File: config.mk
export PLATFORM = sky130hd
export DESIGN_NAME = gpio_input_ctrl
export DESIGN_NICKNAME = d
export VERILOG_FILES = /design/src/rtl/gpio_input_ctrl.sv
export SDC_FILE = /design/constraint.sdc
export NUM_CORES = 1
export LEC_CHECK = 0
export CORE_MARGIN = 1.5
export CORE_UTILIZATION = 56
export CTS_BUF_LIST = sky130_fd_sc_hd__clkbuf_4 sky130_fd_sc_hd__clkbuf_8 sky130_fd_sc_hd__clkbuf_16
export DETAILED_ROUTE_END_ITERATION = 12
export PLACE_DENSITY = 0.81
export SYNTH_ARGS = -nofsm -noshare
export SYNTH_HDL_FRONTEND = slang
export SYNTH_SLANG_ARGS = --single-unit
File: constraint.sdc
create_clock -name clk -period 11.31 [get_ports clk]
set_input_delay 1.6965 -clock clk [delete_from_list [all_inputs] [get_ports clk]]
set_output_delay 1.6965 -clock clk [all_outputs]
set_load 0.01 [all_outputs]
File: src/rtl/gpio_input_ctrl.sv
// gpio_input_ctrl: synchronizes, debounces and rising-edge detects button lines and
// serves level/event/count registers on a registered read port. Define GPIO_IRQ_EN for irq.
module gpio_input_ctrl #(
   parameter int WIDTH     = 16,
   parameter int DB_CYCLES = 50000,
   parameter int CNT_W     = 16
) (
   input  logic             clk,
   input  logic             rst,
   input  logic [WIDTH-1:0] gpio_in,
   input  logic             rd_en,
   input  logic [1:0]       rd_addr,
   output logic [15:0]      rd_data,
   output logic             irq
);

   localparam logic [CNT_W-1:0] DB_LAST     = CNT_W'(DB_CYCLES - 1);
   localparam logic [1:0]       ADDR_LEVEL  = 2'd0;
   localparam logic [1:0]       ADDR_EVENTS = 2'd1;
   localparam logic [1:0]       ADDR_COUNT  = 2'd2;
   localparam logic [1:0]       ADDR_FLAG   = 2'd3;

   logic [WIDTH-1:0] sync1_reg;
   logic [WIDTH-1:0] sync2_reg;
   logic [WIDTH-1:0] stable_reg;
   logic [WIDTH-1:0] stable_next;
   logic [CNT_W-1:0] cnt_reg  [WIDTH];
   logic [CNT_W-1:0] cnt_next [WIDTH];
   logic [WIDTH-1:0] rise;
   logic [WIDTH-1:0] events_reg;
   logic [WIDTH-1:0] events_next;
   logic [15:0]      evcount_reg;
   logic [15:0]      evcount_next;
   logic [15:0]      rd_data_reg;
   logic [15:0]      rd_data_next;
   logic [15:0]      stable_pad;
   logic [15:0]      events_pad;
   logic             new_event;
   logic             rd_events;
   logic             rd_count;

   always_ff @(posedge clk or posedge rst) begin
      if (rst) begin
         sync1_reg <= '0;
         sync2_reg <= '0;
      end else begin
         sync1_reg <= gpio_in;
         sync2_reg <= sync1_reg;
      end
   end

   // Per-line debounce: any cycle of agreement restarts the count.
   genvar gi;
   generate
      for (gi = 0; gi < WIDTH; gi++) begin : g_db
         logic mismatch;
         logic hit;
         assign mismatch        = sync2_reg[gi] ^ stable_reg[gi];
         assign hit             = mismatch && (cnt_reg[gi] == DB_LAST);
         assign cnt_next[gi]    = (!mismatch || hit) ? '0 : cnt_reg[gi] + 1'b1;
         assign stable_next[gi] = hit ? sync2_reg[gi] : stable_reg[gi];
      end
   endgenerate

   always_ff @(posedge clk or posedge rst) begin
      if (rst) begin
         stable_reg <= '0;
         for (int i = 0; i < WIDTH; i++) cnt_reg[i] <= '0;
      end else begin
         stable_reg <= stable_next;
         for (int i = 0; i < WIDTH; i++) cnt_reg[i] <= cnt_next[i];
      end
   end

   assign rise      = stable_next & ~stable_reg;
   assign new_event = |rise;
   assign rd_events = rd_en && (rd_addr == ADDR_EVENTS);
   assign rd_count  = rd_en && (rd_addr == ADDR_COUNT);

   // A press landing on the clearing read survives the clear.
   always_comb begin
      events_next = events_reg | rise;
      if (rd_events) events_next = rise;
   end

   always_comb begin
      evcount_next = evcount_reg;
      if (rd_count)
         evcount_next = {15'b0, new_event};
      else if (new_event && (evcount_reg != 16'hFFFF))
         evcount_next = evcount_reg + 16'd1;
   end

   generate
      for (gi = 0; gi < 16; gi++) begin : g_pad
         if (gi < WIDTH) begin : g_used
            assign stable_pad[gi] = stable_reg[gi];
            assign events_pad[gi] = events_reg[gi];
         end else begin : g_zero
            assign stable_pad[gi] = 1'b0;
            assign events_pad[gi] = 1'b0;
         end
      end
   endgenerate

   always_comb begin
      rd_data_next = rd_data_reg;
      if (rd_en) begin
         case (rd_addr)
            ADDR_LEVEL:  rd_data_next = stable_pad;
            ADDR_EVENTS: rd_data_next = events_pad;
            ADDR_COUNT:  rd_data_next = evcount_reg;
            ADDR_FLAG:   rd_data_next = {15'b0, |events_reg};
            default:     rd_data_next = rd_data_reg;
         endcase
      end
   end

   always_ff @(posedge clk or posedge rst) begin
      if (rst) begin
         events_reg  <= '0;
         evcount_reg <= '0;
         rd_data_reg <= '0;
      end else begin
         events_reg  <= events_next;
         evcount_reg <= evcount_next;
         rd_data_reg <= rd_data_next;
      end
   end

   assign rd_data = rd_data_reg;

`ifdef GPIO_IRQ_EN
   logic irq_reg;
   always_ff @(posedge clk or posedge rst) begin
      if (rst) irq_reg <= 1'b0;
      else     irq_reg <= |events_reg;
   end
   assign irq = irq_reg;
`else
   assign irq = 1'b0;
`endif

endmodule
==> impl_metrics.py <==
metrics = {
    "die": {
        "start_util_pct": 56.7,
        "die_x_um": 173,
        "die_h_um": 173,
        "fp-row-count": 62,
        "ios": 38,
        "dieArea_sq_mm": 0.0300,
        "core_region_area_sq_mm": 0.0286,
    },
    "pwr": {
        "switching_power_uw": 577,
        "ir_drop_mv": 0.144,
        "seqPwrFrac_pct": 46.4,
        "total_power_mw": 2.81,
        "p_leak_nw": 8.38,
        "netSwitchingFraction_pct": 20.6,
        "clkPwrFrac_pct": 50.0,
        "p_int_mw": 2.23,
        "powerDensity_mw_per_mm2": 152,
        "pwr-share-comb_pct": 3.6,
    },
    "routing": {
        "wl_per_cell_um": 16.0,
        "routed_wl_um": 32100,
        "postRouteAntennaNets": 0,
        "drt_iter0_markers": 1016,
        "route.detailed.drc": 0,
        "vias": 11400,
        "routed_via_density": 5.70,
        "dr.pass1.iters": 5,
    },
    "clocking": {
        "clk_path_buf_depth": 3,
        "root_buffer": "clkbuf_16",
        "cts_setup_buffers": 0,
        "cts_buffers": 38,
        "htree_levels": 2,
        "post_cts_resize_count": 0,
        "clock_sinks": 352,
        "clk_pin_slew_worst_paths_ns": 0.06,
        "worstSkewPairLatency_ns": 0.52,
        "cts_hold_buffers": 0,
        "cts_tree": "done",
    },
    "synthesis": {
        "synthTopCellsByCount": "dfrtp_1 (352), nor2_1 (252), nand2_1 (119)",
        "ys_types": 60,
        "synth_ff_type": "dfrtp_1",
        "synth_edf_count": 0,
        "yosys_warnings": 0,
        "yosys.area.top_type": "dfrtp_1",
        "ys_ff_latch": 352,
        "yosysMostFrequentCell": "dfrtp_1",
        "syn-cell-area_sq_mm": 0.0162,
        "synth_area_leaders": "dfrtp_1 (54%), xor2_1 (6.1%), nor2_1 (5.8%), xnor2_1 (5.0%), and3_1 (3.5%)",
        "netlist.area_leader.share_pct": 54.2,
        "syn-mean-instance-area_sq_um": 10.5,
        "netlist_instances": 1551,
        "yosysSeqAreaShare_pct": 54.2,
        "synthArstFlopShare_pct": 100,
        "syn-num-nets": 1589,
    },
    "setup_path": {
        "cp-end-kind": "flip-flop",
        "r2r_end": "evcount_reg[5]",
        "path_class": "in -> reg",
        "rrSetupSlack_ns": 8.64,
        "start_kind": "input pin",
        "crit_fanout": 17,
        "critPathArrivalTime_ns": 4.20,
        "worstPathRequired_ns": 11.72,
        "reg2reg_depth": 8,
        "r2r-start": "cnt_reg[176]",
    },
    "final_layout": {
        "antenna_cells": 0,
        "area_delta_synth_final_pct": 13.5,
        "nNetsFinal": 1635,
        "nFillCells": 2154,
        "final_layout_size_suffix_gt1_share_pct": 8.37,
        "largest_register_ffs": 256,
    },
    "global_routing": {
        "grt_pass1_vias": 11400,
        "track_usage_pct": 21.9,
        "grt_antenna_before_repair": 0,
        "grt_max_degree": 197,
        "grt_pass1_wl_um": 55000,
        "grt_overflow": 0,
    },
    "timing": {
        "rsz0062_at_grt": "no",
        "fmax_ghz": 0.264,
        "setup_tns_ns": 0,
        "fin_skew_ns": 0.0177,
        "slew_viol_final": 0,
        "min_period_over_period_pct": 33.5,
        "relSlewSlack_pct": 31.6,
        "setup_slack_ns": 7.52,
        "period_minus_slack_ns": 3.79,
        "hold_viol_final": 0,
        "setup_viol": 0,
        "tightest_slew_ns": 1.03,
    },
    "placement": {
        "place_congestion": 0.852,
        "portBuffers": 36,
        "dp_hpwl_um": 20900,
        "place_ws_ns": 7.06,
    },
    "run": {
        "maxCapViolCount": 0,
    },
    "worst_hold_path": {
        "min_to": "sync2_reg[3]",
        "hp-start": "sync1_reg[3]",
        "min_path_cells": 0,
        "worstHoldPathType": "reg -> reg",
    },
    "status": {
        "outcome": "finished, final reports clean",
    },
}
## cell type report
cell class	instances	area [sq um]	share of cell area [%]
clock buffer	55	1180	6.41
clock inverter	13	272	1.47
inverter	6	26.3	0.143
multi-input combinational	1158	7260	39.4
sequential	352	8810	47.8
tap	384	480	2.61
timing repair buffer	41	410	2.23
## how the worst max path moves through the flow
stage	from	endpoint	depth (start not counted)
after floorplan	rst	cnt_reg[0]	1
after global placement	rd_addr[1]	evcount_reg[10]	5
after detailed placement	rd_addr[1]	evcount_reg[10]	5
after CTS	rd_addr[1]	evcount_reg[6]	5
after global routing	rd_addr[1]	evcount_reg[6]	5
final	rd_addr[1]	evcount_reg[6]	5
## metal layers
layer | track usage, % | wire (um) | up-vias
li1 | - | - | 5470
met1 | 29.7 | 14400 | 5701
met2 | 36.4 | 15600 | 207
met3 | 3.22 | 1170 | 69
met4 | 7.36 | 897 | 0
met5 | 0 | 0 | -
## cells by family after synthesis
kind of cell	synth area share [%]
xor+xnor	11.1
buf+inv	1.08
fa+ha+maj	1.31
other cells	0.0231
flops	54.2
compound gates	5.54
simple gates	24.5
mux	2.30
## cells in the final DEF, fill, tap and decap left out, types with 7 or more instances in the layout
master | synthesis | routed
a21oi_1 | 71 | 71
and2_1 | 17 | 17
and3_1 | 92 | 92
and4bb_1 | 10 | 10
and4bb_2 | 9 | 9
bufinv_16 | 0 | 8
clkbuf_16 | 0 | 41
clkbuf_8 | 0 | 8
clkdlybuf4s50_1 | 0 | 36
dfrtp_1 | 352 | 352
ha_1 | 17 | 17
mux2_2 | 17 | 17
mux2i_1 | 16 | 16
nand2_1 | 119 | 119
nand2b_1 | 11 | 11
nand3_1 | 67 | 67
nand4_1 | 41 | 41
nor2_1 | 252 | 252
nor3_1 | 11 | 11
nor4_1 | 7 | 7
nor4b_1 | 11 | 11
nor4bb_1 | 12 | 12
o21ai_0 | 58 | 58
or3_1 | 39 | 39
xnor2_1 | 92 | 92
xor2_1 | 113 | 113
## power by group through the flow
stage | registers [mW] | clock network [mW] | logic, mW
after global placement | 1.32 | 0 | 0.0996
after CTS | 1.30 | 1.43 | 0.105
after global routing | 1.30 | 1.47 | 0.116
after detailed placement | 1.32 | 0 | 0.103
final | 1.30 | 1.40 | 0.102
after floorplan | 1.32 | 0 | 0.0640
## critical path, cell delays in order
cell             delay [ns]
clkdlybuf4s50_1        1.13
nand2_1                0.15
nor2_1                 0.80
nor2_1                 0.13
a41o_1                 0.29
## metrics by stage
step,hold WS (ns),cells,utilization [%],cell area [sq um]
after floorplan,0.331,1551,-,16200
after global placement,0.333,1941,59.3,17000
after detailed placement,0.336,1941,59.3,17000
after CTS,0.346,2009,64.4,18400
after global routing,0.351,2009,64.4,18400
final,0.344,2009,64.4,18400
No activity file was read; power rests on OpenSTA's default activity.
